<file path="src/rtl/jtag_frame_loader.sv">
// jtag_frame_loader: decodes the byte stream from the JTAG CDC front end and
// writes little-endian words into one of CHANNELS memories.
//
// Ports:
//   clk_i, rst_i         system clock, asynchronous active-high reset
//   abort_i              synchronous abort, returns to idle and clears state
//   in_valid_i/in_data_i incoming byte stream; in_ready_o low only in StWrite
//   we_o                 one-hot write strobe (one cycle per word)
//   write_addr_o, data_o address and word for the current write
//   busy_o               high whenever a frame is in progress
//   err_o                sticky protocol error (bad command or channel)
//   word_cnt_o           words written since reset/abort, wraps at 2^16
//
// Protocol (command bytes accepted in idle):
//   0x01 SET_ADDR + ceil(ADDR_WIDTH/8) address bytes, LSB first
//   0x02 SELECT   + channel index byte
//   0x03 WRITE    + count byte (0 = 256) + count * DATA_WIDTH/8 data bytes
module jtag_frame_loader #(
  parameter int unsigned DATA_WIDTH = 32,
  parameter int unsigned ADDR_WIDTH = 10,
  parameter int unsigned CHANNELS   = 2
) (
  input  logic                  clk_i,
  input  logic                  rst_i,
  input  logic                  abort_i,
  input  logic                  in_valid_i,
  input  logic [7:0]            in_data_i,
  output logic                  in_ready_o,
  output logic [CHANNELS-1:0]   we_o,
  output logic [ADDR_WIDTH-1:0] write_addr_o,
  output logic [DATA_WIDTH-1:0] data_o,
  output logic                  busy_o,
  output logic                  err_o,
  output logic [15:0]           word_cnt_o
);

  localparam int unsigned WB = DATA_WIDTH / 8;
  localparam int unsigned AB = (ADDR_WIDTH + 7) / 8;
  localparam int unsigned CW = (CHANNELS > 1) ? $clog2(CHANNELS) : 1;

  typedef enum logic [2:0] {
    StIdle,
    StAddr,
    StChan,
    StCount,
    StData,
    StWrite
  } state_e;

  state_e                state_q, state_d;
  logic [ADDR_WIDTH-1:0] addr_q, addr_d;
  logic [AB*8-1:0]       addr_acc_q, addr_acc_d;
  logic [CW-1:0]         chan_q, chan_d;
  logic [8:0]            cnt_q, cnt_d;
  logic [2:0]            idx_q, idx_d;
  logic [DATA_WIDTH-1:0] asm_q, asm_d;
  logic [DATA_WIDTH-1:0] data_q, data_d;
  logic                  err_q, err_d;
  logic [15:0]           wcnt_q, wcnt_d;

  logic                  accept;
  logic [AB*8-1:0]       addr_full;
  logic [DATA_WIDTH-1:0] word_full;

  // No byte is taken during the one-cycle write strobe.
  assign accept = in_valid_i && (state_q != StWrite);

  // Partial values with the incoming byte merged at the current byte index.
  always_comb begin
    addr_full = addr_acc_q;
    for (int b = 0; b < int'(AB); b++) begin
      if (idx_q == 3'(b)) addr_full[b*8 +: 8] = in_data_i;
    end
    word_full = asm_q;
    for (int b = 0; b < int'(WB); b++) begin
      if (idx_q == 3'(b)) word_full[b*8 +: 8] = in_data_i;
    end
  end

  always_comb begin
    state_d    = state_q;
    addr_d     = addr_q;
    addr_acc_d = addr_acc_q;
    chan_d     = chan_q;
    cnt_d      = cnt_q;
    idx_d      = idx_q;
    asm_d      = asm_q;
    data_d     = data_q;
    err_d      = err_q;
    wcnt_d     = wcnt_q;

    if (abort_i) begin
      // data_d keeps the last written word.
      state_d    = StIdle;
      addr_d     = '0;
      addr_acc_d = '0;
      chan_d     = '0;
      cnt_d      = '0;
      idx_d      = '0;
      asm_d      = '0;
      err_d      = 1'b0;
      wcnt_d     = '0;
    end else begin
      unique case (state_q)
        StIdle: begin
          if (accept) begin
            idx_d = '0;
            case (in_data_i)
              8'h01:   state_d = StAddr;
              8'h02:   state_d = StChan;
              8'h03:   state_d = StCount;
              default: err_d = 1'b1;
            endcase
          end
        end
        StAddr: begin
          if (accept) begin
            if (idx_q == 3'(AB - 1)) begin
              addr_d     = addr_full[ADDR_WIDTH-1:0];
              addr_acc_d = '0;
              idx_d      = '0;
              state_d    = StIdle;
            end else begin
              addr_acc_d = addr_full;
              idx_d      = idx_q + 3'd1;
            end
          end
        end
        StChan: begin
          if (accept) begin
            if (32'(in_data_i) < CHANNELS) chan_d = in_data_i[CW-1:0];
            else err_d = 1'b1;
            state_d = StIdle;
          end
        end
        StCount: begin
          if (accept) begin
            cnt_d   = (in_data_i == 8'h00) ? 9'd256 : {1'b0, in_data_i};
            idx_d   = '0;
            state_d = StData;
          end
        end
        StData: begin
          if (accept) begin
            if (idx_q == 3'(WB - 1)) begin
              data_d  = word_full;
              asm_d   = '0;
              idx_d   = '0;
              state_d = StWrite;
            end else begin
              asm_d = word_full;
              idx_d = idx_q + 3'd1;
            end
          end
        end
        StWrite: begin
          // Strobe is visible this cycle; address/count advance afterwards.
          addr_d  = addr_q + ADDR_WIDTH'(1);
          wcnt_d  = wcnt_q + 16'd1;
          cnt_d   = cnt_q - 9'd1;
          state_d = (cnt_q == 9'd1) ? StIdle : StData;
        end
        default: state_d = StIdle;
      endcase
    end
  end

  always_ff @(posedge clk_i or posedge rst_i) begin
    if (rst_i) begin
      state_q    <= StIdle;
      addr_q     <= '0;
      addr_acc_q <= '0;
      chan_q     <= '0;
      cnt_q      <= '0;
      idx_q      <= '0;
      asm_q      <= '0;
      data_q     <= '0;
      err_q      <= 1'b0;
      wcnt_q     <= '0;
    end else begin
      state_q    <= state_d;
      addr_q     <= addr_d;
      addr_acc_q <= addr_acc_d;
      chan_q     <= chan_d;
      cnt_q      <= cnt_d;
      idx_q      <= idx_d;
      asm_q      <= asm_d;
      data_q     <= data_d;
      err_q      <= err_d;
      wcnt_q     <= wcnt_d;
    end
  end

  always_comb begin
    we_o = '0;
    for (int c = 0; c < int'(CHANNELS); c++) begin
      we_o[c] = (state_q == StWrite) && (chan_q == CW'(c));
    end
  end

  assign in_ready_o   = (state_q != StWrite);
  assign busy_o       = (state_q != StIdle);
  assign write_addr_o = addr_q;
  assign data_o       = data_q;
  assign err_o        = err_q;
  assign word_cnt_o   = wcnt_q;

endmodule

</file>
<file path="config.mk">
export PLATFORM = sky130hd
export DESIGN_NAME = jtag_frame_loader
export DESIGN_NICKNAME = d
export VERILOG_FILES = /design/src/rtl/jtag_frame_loader.sv
export SDC_FILE = /design/constraint.sdc
export NUM_CORES = 1
export LEC_CHECK = 0
export BUFFER_PORTS_ARGS = -buffer_cell sky130_fd_sc_hd__buf_2
export CAP_MARGIN = 0
export CORE_MARGIN = 3
export CORE_UTILIZATION = 57
export CTS_CLUSTER_DIAMETER = 30
export CTS_CLUSTER_SIZE = 12
export DETAILED_ROUTE_END_ITERATION = 12
export HOLD_SLACK_MARGIN = 0.1
export PLACE_DENSITY = 0.79
export SKIP_CTS_REPAIR_TIMING = 1
export SLEW_MARGIN = 20
export SYNTH_ARGS = -nofsm -noshare
export SYNTH_HDL_FRONTEND = slang
export SYNTH_SLANG_ARGS = --single-unit
</file>
<file path="constraint.sdc">
create_clock -name clk_i -period 5.19 [get_ports clk_i]
set_clock_uncertainty 0.1 [all_clocks]
set_input_delay 1.038 -clock clk_i [delete_from_list [all_inputs] [get_ports clk_i]]
set_output_delay 1.038 -clock clk_i [all_outputs]
set_load 0.03 [all_outputs]
</file>
---- After elaboration in Yosys (flattened, before gate mapping) ----
Index checks and enable logic that the tools add are counted.
word-level totals
  input bits .............................. 12
  word-level logic and storage cells ...... 120
  register bits ........................... 117
cells by class
  bitwise gates (word level) .............. 2
  $lt $le $gt $ge ......................... 1
  equal/unequal tests ..................... 24
  add/sub/neg operators ................... 4
  reductions and logical operators ........ 28
  multiplexer cells ....................... 51
operators with widths
  kind                                                                   number
  32-bit two-way mux                                                     4
  10-bit two-way mux                                                     7
  3-bit two-way mux                                                      14
  8-bit two-way mux                                                      5
  16-bit two-way mux                                                     2
  3-bit != test (second input constant)                                  10
  9-bit two-way mux                                                      3
  10-bit one-hot mux with 2 select lines                                 1
  3-bit one-hot mux with 3 select lines                                  2
  3-bit one-hot mux with 6 select lines                                  1
  9-bit one-hot mux with 2 select lines                                  1
  16-bit by 1-bit adder with 16-bit output (second input constant)       1
  8-bit by 2-bit == test with 1-bit output (second input constant)       2
  3-bit by 2-bit == test with 1-bit output (second input constant)       4
  2-bit nonzero test                                                     6
  3-bit nonzero test                                                     4
  10-bit by 1-bit adder with 10-bit output (second input constant)       1
  9-bit by 1-bit == test with 1-bit output (second input constant)       1
  1-bit two-way mux                                                      9
  9-bit by 1-bit subtractor with 9-bit output (second input constant)    1
  8-bit by 1-bit == test with 1-bit output (second input constant)       1
  8-bit logical NOT                                                      1
  8-bit by 2-bit < comparator with 1-bit output (second input constant)  1
  4-bit AND reduction                                                    2
  other kinds (17)                                                       26

---- Depth between registers and ports, before layout ----
Gate-level depths: netlist (run 1).
  depth after elaboration ................. 6
  depth in mapped cells ................... 9
  gate-level depth less buffers ........... 7

---- Least setup slack after synthesis (run 1) ----
Ideal clock, no wire load.
  path type ............................... reg2out
  start point ............................. register state_q[1]
  end point ............................... output port we_o[0]
  slack ................................... 2.340 ns
  buffers on the path ..................... 2
  stages on the path, launching flop included .. 6
  arrival time ............................ 1.712 ns
  cell sequence ........................... dfrtp_1 and3b_1 inv_2 clkbuf_1 clkbuf_1 nor2_1
on the way
  longest elaborated chain between the ends .. 2
ends and longest elaborated chain
  element                 RTL line  text
  from (decl)             50        state_e state_q, state_d;
  from (signal assigned)  170       state_q <= StIdle;
  from (signal assigned)  181       state_q <= state_d;
  3-bit == test           197       we_o[c] = (state_q == StWrite) && (chan_q == CW'(c));
  1-bit logical AND       197
  to (decl)               29        output logic [CHANNELS-1:0] we_o,
Every way passes these cells.

---- Worst setup path in the final report (run 1) ----
  start point ............................. register state_q[2]
  end point ............................... output port we_o[1]
Same word-level chain as after synthesis.

==> results of run 1 <==
## logic make-up (layout without fill, tap and decap cells)
group / Yosys count / count (layout) / share of synthesized area, %
buffers and inverters: 58 / 108 / 3.99
xor gates and xnor gates: 12 / 12 / 1.90
DFF: 109 / 109 / 49.4
muxes: 32 / 32 / 6.07
adders and majority gates: 10 / 10 / 2.27
AOI/OAI and AO/OA: 169 / 169 / 20.3
and+or+nand+nor: 170 / 170 / 16.1
## worst max-delay path: stages (launching register included)
cell	delay (ps)
dfrtp_1	730
and3b_1	280
buf_4	340
and2_1	180
buf_2	190
## per-stage QoR
stage / setup slack, ps / util [%] / hold WS, ps
6_report: 1960 / 65.4 / 383
3_5_place_dp: 1620 / 63.4 / 366
4_1_cts: 1980 / 65.4 / 391
2_1_floorplan: 1180 / - / 344
3_3_place_gp: 1690 / 63.4 / 358
5_1_grt: 1810 / 65.4 / 410
## cell type report
cell class	count	area [um^2]	share of cell area, %
clock buffer	10	128	2.09
clock inverter	6	53.8	0.882
inverter	16	62.6	1.03
multi-input combinational	393	2580	42.3
sequential	109	2730	44.7
tap	129	161	2.65
timing repair buffer	76	385	6.32
## registers in the layout, indices dropped and copies added, names as in the netlist
signal and count:
chan_q 1, word_cnt_o 16, write_addr_o 10, addr_acc_q 10
data_o 32, idx_q 3, asm_q 24, state_q 3
cnt_q 9, err_o 1
## where the power goes
part           total (mW)  leakage, nW  internal (mW)  switching [mW]
Sequential          0.927         1.51          0.886          0.0410
Clock               0.489       0.0951          0.185           0.304
Combinational       0.315         1.30          0.108           0.207
## worst paths after layout
check	from	to	slack, ps	depth (start not counted)
worst max-delay path	state_q[2]	we_o[1]	1960	4
worst min-delay path	data_o[17]	data_o[17]	380	2
worst max register to register	state_q[2]	data_o[31]	2490	3
worst min register to register	data_o[17]	data_o[17]	380	2
max in group asynchronous	rst_i	asm_q[8]	3240	3
min in group asynchronous	rst_i	data_o[6]	720	2
## metal layers
layer | vias to the layer above | global-route usage, % | wire (um)
met1 | 2231 | 34.1 | 5620
met2 | 150 | 41.1 | 6400
met4 | 0 | 8.07 | 286
met3 | 25 | 5.09 | 807
met5 | - | 0 | 0
li1 | 2120 | - | -
## layout by cell type (no fill, tap or decap), types with 8 or more instances in the layout
master,instances
a21oi_1,31
a22o_1,30
a31oi_1,8
and3_1,8
buf_2,74
clkbuf_8,9
dfrtp_1,109
ha_1,10
inv_1,14
mux2_2,12
mux2i_1,20
nand2_1,46
nand3_1,10
nand4_1,9
nor2_1,37
o21ai_0,52
==> metrics.txt, run 1 <==
status complete, no violations; highest clock rate 310 MHz; post-synthesis cell count 560; largest net degree at the start of global routing 71; row count 35; endpoint type of the worst setup path output port; final setup vio count 0; initial antenna violation count 0; Top FF cell, synth dfrtp_1; first-pass GRT wire length 22500 um; CTS clock-pin slew for the worst setup and hold paths 100 ps; drt drc 0; placed inst area 5920 um^2; maxcap violations 0; ANT cells 0; cts bufs inserted 9; critical path class reg2out; Clock Latency Late Sink 380 ps; Worst-Margin Slew 1100 ps; vias per std cell 6.12; Pwr Total 1.73 mW; critical path fanouts, max 29; Synth Net Count 582; fin crit share 62.2%; clock root buffer clkbuf_8; area of the mapped netlist 5520 um^2; Die Y 104 um; CP Launch Type flop; TritonCTS clock tree done; Initial Utilization 59.2%; Top Ports 75; Area contributors post-synth dfrtp_1 49%, a22o_1 4.8%, o21ai_0 4.7%; total clock sinks 109; post-DP HPWL 8970 um; Period minus WS final 3230 ps; Detail Route Antenna Nets 0; most area-hungry cell type in the Yosys netlist dfrtp_1; fin. max-slew vios 0; leakage power 2.90 nW; most numerous cell in the Yosys netlist dfrtp_1; GP Congestion 0.881; port buffer count 74; max_slew headroom 26.5%; drt first pass iters 4; Synth top area share 49.4%; RSZ-0062 raised after global routing no; WL final 13100 um; DRT iter0 DRCs 236; Post-synth EDFFs 0; Fin Setup TNS 0 ps; worst min path class reg2reg; Synth Register Bits 109; Wirelength per Cell 17.7 um; asr flop ratio synth 100%; fill count 779; routed via count 4526; post-synthesis sequential area ratio 49.4%; post-synthesis cell type count 59; fin area 6100 um^2; clk buf depth 2; layout cell share with drive strength beyond 1 18.9%; H-tree Lvls 3; GRT Overall Usage 25.3%; Final Hold Viols 0; crit path DAT 2090 ps; Core ar. 9330 um^2; Synth Area per Inst 9.86 um^2; Layout Nets 627; Die Area 10900 um^2; Layout Cells excl Fill 739; Area Growth Syn to Fin 10.4%; dpl cells 723; die width 104 um; Crit path required time 4050 ps; PwrDens 284 nW/um^2; maximum vdd ir drop 152 uV; Commonest cells post-synth 109 x dfrtp_1, 52 x o21ai_0, 46 x nand2_1; vias in the first global route 4382; gr ovfl total 0; yosys warns 0
Note: power is estimated with default switching activity, not from simulation.
==> run 2: changes to the inputs <==
--- a/config.mk
+++ b/config.mk
@@ -8,12 +8,12 @@
 export BUFFER_PORTS_ARGS = -buffer_cell sky130_fd_sc_hd__buf_2
 export CAP_MARGIN = 0
 export CORE_MARGIN = 3
-export CORE_UTILIZATION = 57
+export CORE_UTILIZATION = 52
 export CTS_CLUSTER_DIAMETER = 30
 export CTS_CLUSTER_SIZE = 12
 export DETAILED_ROUTE_END_ITERATION = 12
 export HOLD_SLACK_MARGIN = 0.1
-export PLACE_DENSITY = 0.79
+export PLACE_DENSITY = 0.76
 export SKIP_CTS_REPAIR_TIMING = 1
 export SLEW_MARGIN = 20
 export SYNTH_ARGS = -nofsm -noshare
==> constraint.sdc (replaced) <==
create_clock -name clk_i -period 2.69 [get_ports clk_i]
set_clock_uncertainty 0.1 [all_clocks]
set_input_delay 0.538 -clock clk_i [delete_from_list [all_inputs] [get_ports clk_i]]
set_output_delay 0.538 -clock clk_i [all_outputs]
set_load 0.03 [all_outputs]
==> run 2 against run 1 <==
- combinational power up 110%
- cell count up 2.6%
- via count is 2.2% higher
- clock-buffer cell count did not move
- critical path depth is the same
- sequential share of layout area fell by 1.1 points
- clock power rose by 110%
- critical endpoint is now in_ready_o
- largest cell class unchanged
- largest power group unchanged
==> metrics.txt, run 2 (same netlist as run 1, synthesis figures left out) <==
clock root buffer clkbuf_8; Die Y 109 um (+4.4%); Register-to-Register Path Depth 6 (+3); worst min path class in2async; initial antenna violation count 0 (unchanged); drt drc 0 (unchanged); Die Area 11900 um^2 (+9.0%); first-pass GRT wire length 22700 um (+0.98%); placed inst area 6050 um^2 (+2.2%); max reg flops 32 (unchanged); Area Growth Syn to Fin 13.3%; fin. max-slew vios 0 (unchanged); Final Hold Viols 0 (unchanged); total clock sinks 109 (unchanged); routed via count 4626 (+2.2%); crit path DAT 1890 ps (-200 ps); port buffer count 74 (unchanged); ANT cells 0 (unchanged); WL final 13900 um (+5.8%); Worst-Margin Slew 726 ps (-375 ps); DRT iter0 DRCs 379 (+61%); Top Ports 75 (unchanged); leakage power 2.98 nW (+2.9%); worst r2r dst write_addr_o[2]; highest clock rate 395 MHz; Fin Setup TNS 0 ps (unchanged); die width 109 um (+4.4%); endpoint type of the worst setup path output port; H-tree Lvls 3 (unchanged); clk buf depth 2 (unchanged); RSZ-0062 raised after global routing no; fin area 6260 um^2 (+2.6%); R2R setup slack 490 ps (-2000 ps); fill count 838 (+7.6%); post-DP HPWL 9510 um (+6.0%); Wirelength per Cell 18.3 um (+3.2%); final core area utilization 62.3% (-3.1 points); Crit path required time 2050 ps (-2000 ps); max_slew headroom 51.6% (+25 points); drt first pass iters 7 (+3); largest net degree at the start of global routing 110 (+55%); CTS clock-pin slew for the worst setup and hold paths 100 ps (about the same); TritonCTS clock tree done; Period minus WS final 2530 ps; vias in the first global route 4507 (+2.9%); GP Congestion 0.952 (+8.0%); Layout Nets 642 (+2.4%); status complete, no violations; CP Launch Type flop; Initial Utilization 55.0% (-4.2 points); Core ar. 10000 um^2 (+7.7%); most common cell after layout, fill and taps aside dfrtp_1; critical path class reg2out; fin crit share 94.1%; vias per std cell 6.10 (-0.35%); PwrDens 554 nW/um^2 (+95%); row count 36 (+2.9%); final setup vio count 0 (unchanged); worst reg2reg startpoint idx_q[0]; commonest cells after routing, fill and taps aside 109 x dfrtp_1, 74 x buf_2, 52 x o21ai_0; critical path fanouts, max 29 (unchanged); maxcap violations 0 (unchanged); cts bufs inserted 9 (unchanged); gr ovfl total 0 (unchanged); Clock Latency Late Sink 380 ps (about the same); maximum vdd ir drop 289 uV (+91%); layout cell share with drive strength beyond 1 21.0% (+2.1 points); Setup crit end in_ready_o; Detail Route Antenna Nets 0 (unchanged); GRT Overall Usage 24.6% (-0.69 points); Setup crit start state_q[1]
==> run 2: critical path, stage by stage (launching register included) <==
cell and delay (ps):
dfrtp_1 640, and3b_1 260, inv_2 60, buf_4 290, buf_2 270
==> run 2: worst min-delay path by stage <==
| stage | cells past startpoint | slack, ps | endpoint | from |
|---|---|---|---|---|
| global route | 3 | 240 | word_cnt_o[11] | rst_i |
| finish | 3 | 180 | word_cnt_o[12] | rst_i |
| global placement | 2 | 360 | data_o[16] | data_o[16] |
| floorplan | 2 | 340 | addr_acc_q[2] | addr_acc_q[2] |
| detailed placement | 2 | 370 | data_o[8] | data_o[8] |
| CTS | 3 | 230 | word_cnt_o[11] | rst_i |
==> run 2: layout make-up <==
class                      count  area (um^2)  share of cell area [%]
inverter                      16         63.8                    1.02
clock buffer                  10          138                    2.20
sequential                   109         2730                    43.6
tap                          133          166                    2.66
timing repair buffer          91          510                    8.16
multi-input combinational    393         2580                    41.2
clock inverter                 6         71.3                    1.14
==> run 2: where the power goes <==
group          internal (mW)  switching [mW]  leakage (nW)
clock                  0.464           0.566         0.104
combinational          0.232           0.429          1.37
sequential              1.71          0.0671          1.51
total                   2.41            1.06          2.98
==> run 2: through the flow <==
step / setup slack (ps) / hold WS [ps] / total power [mW] / instances
after global routing: 43.1 / 242 / 3.63 / 758
after global placement: 537 / 359 / 2.45 / 742
after CTS: 170 / 227 / 3.49 / 758
after floorplan: 340 / 344 / 2.27 / 560
final: 159 / 182 / 3.47 / 758
after detailed placement: 495 / 365 / 2.46 / 742
==> run 2: layer usage <==
layer	track usage [%]	part of all wire [%]	vias to the layer above
li1	-	-	2147
met1	33.9	43	2288
met2	38.6	49	163
met3	4.68	5.9	28
met4	9.47	2.1	0
met5	0	0	-
==> run 3: changes to the inputs <==
--- a/config.mk
+++ b/config.mk
@@ -14,6 +14,7 @@
 export DETAILED_ROUTE_END_ITERATION = 12
 export HOLD_SLACK_MARGIN = 0.1
 export PLACE_DENSITY = 0.76
+export REMOVE_ABC_BUFFERS = 1
 export SKIP_CTS_REPAIR_TIMING = 1
 export SLEW_MARGIN = 20
 export SYNTH_ARGS = -nofsm -noshare
==> run 3 against run 2 <==
- register-to-register slack improved by 80 ps
- core utilization is 0.54 points higher
- routed wire length down 2.7%
- die area unchanged
- non-clock buffer count grew 3
- first-iteration DRC count shrank 9.8%
- hold slack worse by 61 ps
- power is 3.0% higher
- sequential share of layout area shrank 0.37 points
- via count is 0.93% lower
==> metrics.txt, run 3 (same netlist as run 1, synthesis figures left out) <==
status complete, no violations; largest net degree at the start of global routing 45 (-59%); Register-to-Register Path Depth 6 (unchanged); Crit path required time 2050 ps (about the same); highest clock rate 415 MHz (+5.1%); Top Ports 75 (unchanged); Worst-Margin Slew 679 ps (-46.5 ps); PwrDens 566 nW/um^2 (+2.2%); cts bufs inserted 9 (unchanged); total clock sinks 109 (unchanged); routed via count 4583 (-0.93%); maximum vdd ir drop 315 uV (+8.9%); cell internal pwr 2.51 mW (+4.1%); Layout Cells excl Fill 761 (+0.40%); vias per std cell 6.02 (-1.3%); fin. max-slew vios 0 (unchanged); WL final 13500 um (-2.7%); Clock power frac 31.8% (+2.1 points); maxcap violations 0 (unchanged); drt drc 0 (unchanged); Die Y 109 um (unchanged); Fin Setup TNS 0 ps (unchanged); ANT cells 0 (unchanged); H-tree Lvls 3 (unchanged); Layout Nets 645 (+0.47%); TritonCTS clock tree done; initial antenna violation count 0 (unchanged); clk buf depth 2 (unchanged); worst min path class in2async; dpl cells 745 (+0.40%); port buffer count 74 (unchanged); fin crit share 89.5% (-4.6 points); critical path class reg2out; sequential share of power 49.5% (-1.7 points); Area Growth Syn to Fin 14.3%; leakage power 3.02 nW (+1.3%); fill count 818 (-2.4%); Final Hold Viols 0 (unchanged); Clock Latency Late Sink 380 ps (about the same); Core ar. 10000 um^2 (unchanged); max_slew headroom 54.4% (+2.7 points); Initial Utilization 55.0% (unchanged); drt first pass iters 6 (-1); GP Congestion 0.888 (-6.7%); CTS clock-pin slew for the worst setup and hold paths 100 ps (about the same); crit path DAT 1770 ps (-120 ps); commonest cells after routing, fill and taps aside 109 x dfrtp_1, 74 x buf_2, 52 x o21ai_0; final setup vio count 0 (unchanged); first-pass GRT wire length 22200 um (-2.2%); endpoint type of the worst setup path output port; Detail Route Antenna Nets 0 (unchanged); DRT iter0 DRCs 342 (-9.8%); Comb pwr share 18.8% (-0.3 points); Period minus WS final 2410 ps (-123 ps); Multi-input gate area 2580 um^2 (unchanged); switching portion of total power 29.9% (-0.73 points); Die Area 11900 um^2 (unchanged); CP Launch Type flop; RSZ-0062 raised after global routing no; max reg flops 32 (unchanged); die width 109 um (unchanged); Reg area 2730 um^2 (unchanged); row count 36 (unchanged); clock root buffer clkbuf_8; P_sw 1.07 mW (+0.59%); most common cell after layout, fill and taps aside dfrtp_1; Min Hold Slack 121 ps (-60.8 ps); gr ovfl total 0 (unchanged); layout cell share with drive strength beyond 1 21.3% (+0.38 points); GRT Overall Usage 23.9% (-0.66 points); post-DP HPWL 9410 um (-1.1%); vias in the first global route 4314 (-4.3%); critical path fanouts, max 27 (-6.9%); Wirelength per Cell 17.7 um (-3.1%)
==> run 3: final timing paths <==
kind / to / from / slack, ps
setup reg to reg: asm_q[1] / idx_q[2] / 570
min in group clk_i: data_o[6] / data_o[6] / 390
hold / removal: data_o[12] / rst_i / 120
hold reg to reg: data_o[6] / data_o[6] / 390
setup / recovery: we_o[1] / state_q[1] / 280
max in group asynchronous: write_addr_o[4] / rst_i / 1650
==> run 3: per-layer routing <==
metal  vias up  global-route usage (%)  wire [um]
met4         0                    10.4        340
met3        23                    3.26        753
met1      2254                    34.4       6230
li1       2158                       -          -
met5         -                       0          0
met2       148                    36.2       6180
==> run 3: final cells by class <==
| cell class | instances | area share, % |
|---|---|---|
| sequential | 109 | 43.2 |
| timing repair buffer | 94 | 8.64 |
| tap | 133 | 2.64 |
| inverter | 16 | 0.991 |
| multi-input combinational | 393 | 40.9 |
| clock buffer | 10 | 2.18 |
| clock inverter | 6 | 1.45 |
==> run 3: worst max-delay path: stages (launching register included) <==
cell,delay (ps)
dfrtp_1,390
and3b_1,310
buf_4,330
and2_1,180
buf_2,190
==> run 3: power groups by stage <==
stage	logic [mW]	clock network, mW	registers, mW
after floorplan	0.371	0	1.86
after global placement	0.654	0	1.80
after detailed placement	0.665	0	1.80
after CTS	0.669	1.16	1.77
after global routing	0.734	1.21	1.78
final	0.671	1.14	1.77
==> run 3: stage by stage <==
step	power [mW]	utilization, %	area (um^2)	worst slack [ps]
detailed placement	2.46	60.6	6080	502
CTS	3.59	62.8	6310	294
global placement	2.45	60.6	6080	570
global route	3.73	62.8	6310	190
floorplan	2.23	-	5360	-822
finish	3.57	62.8	6310	282
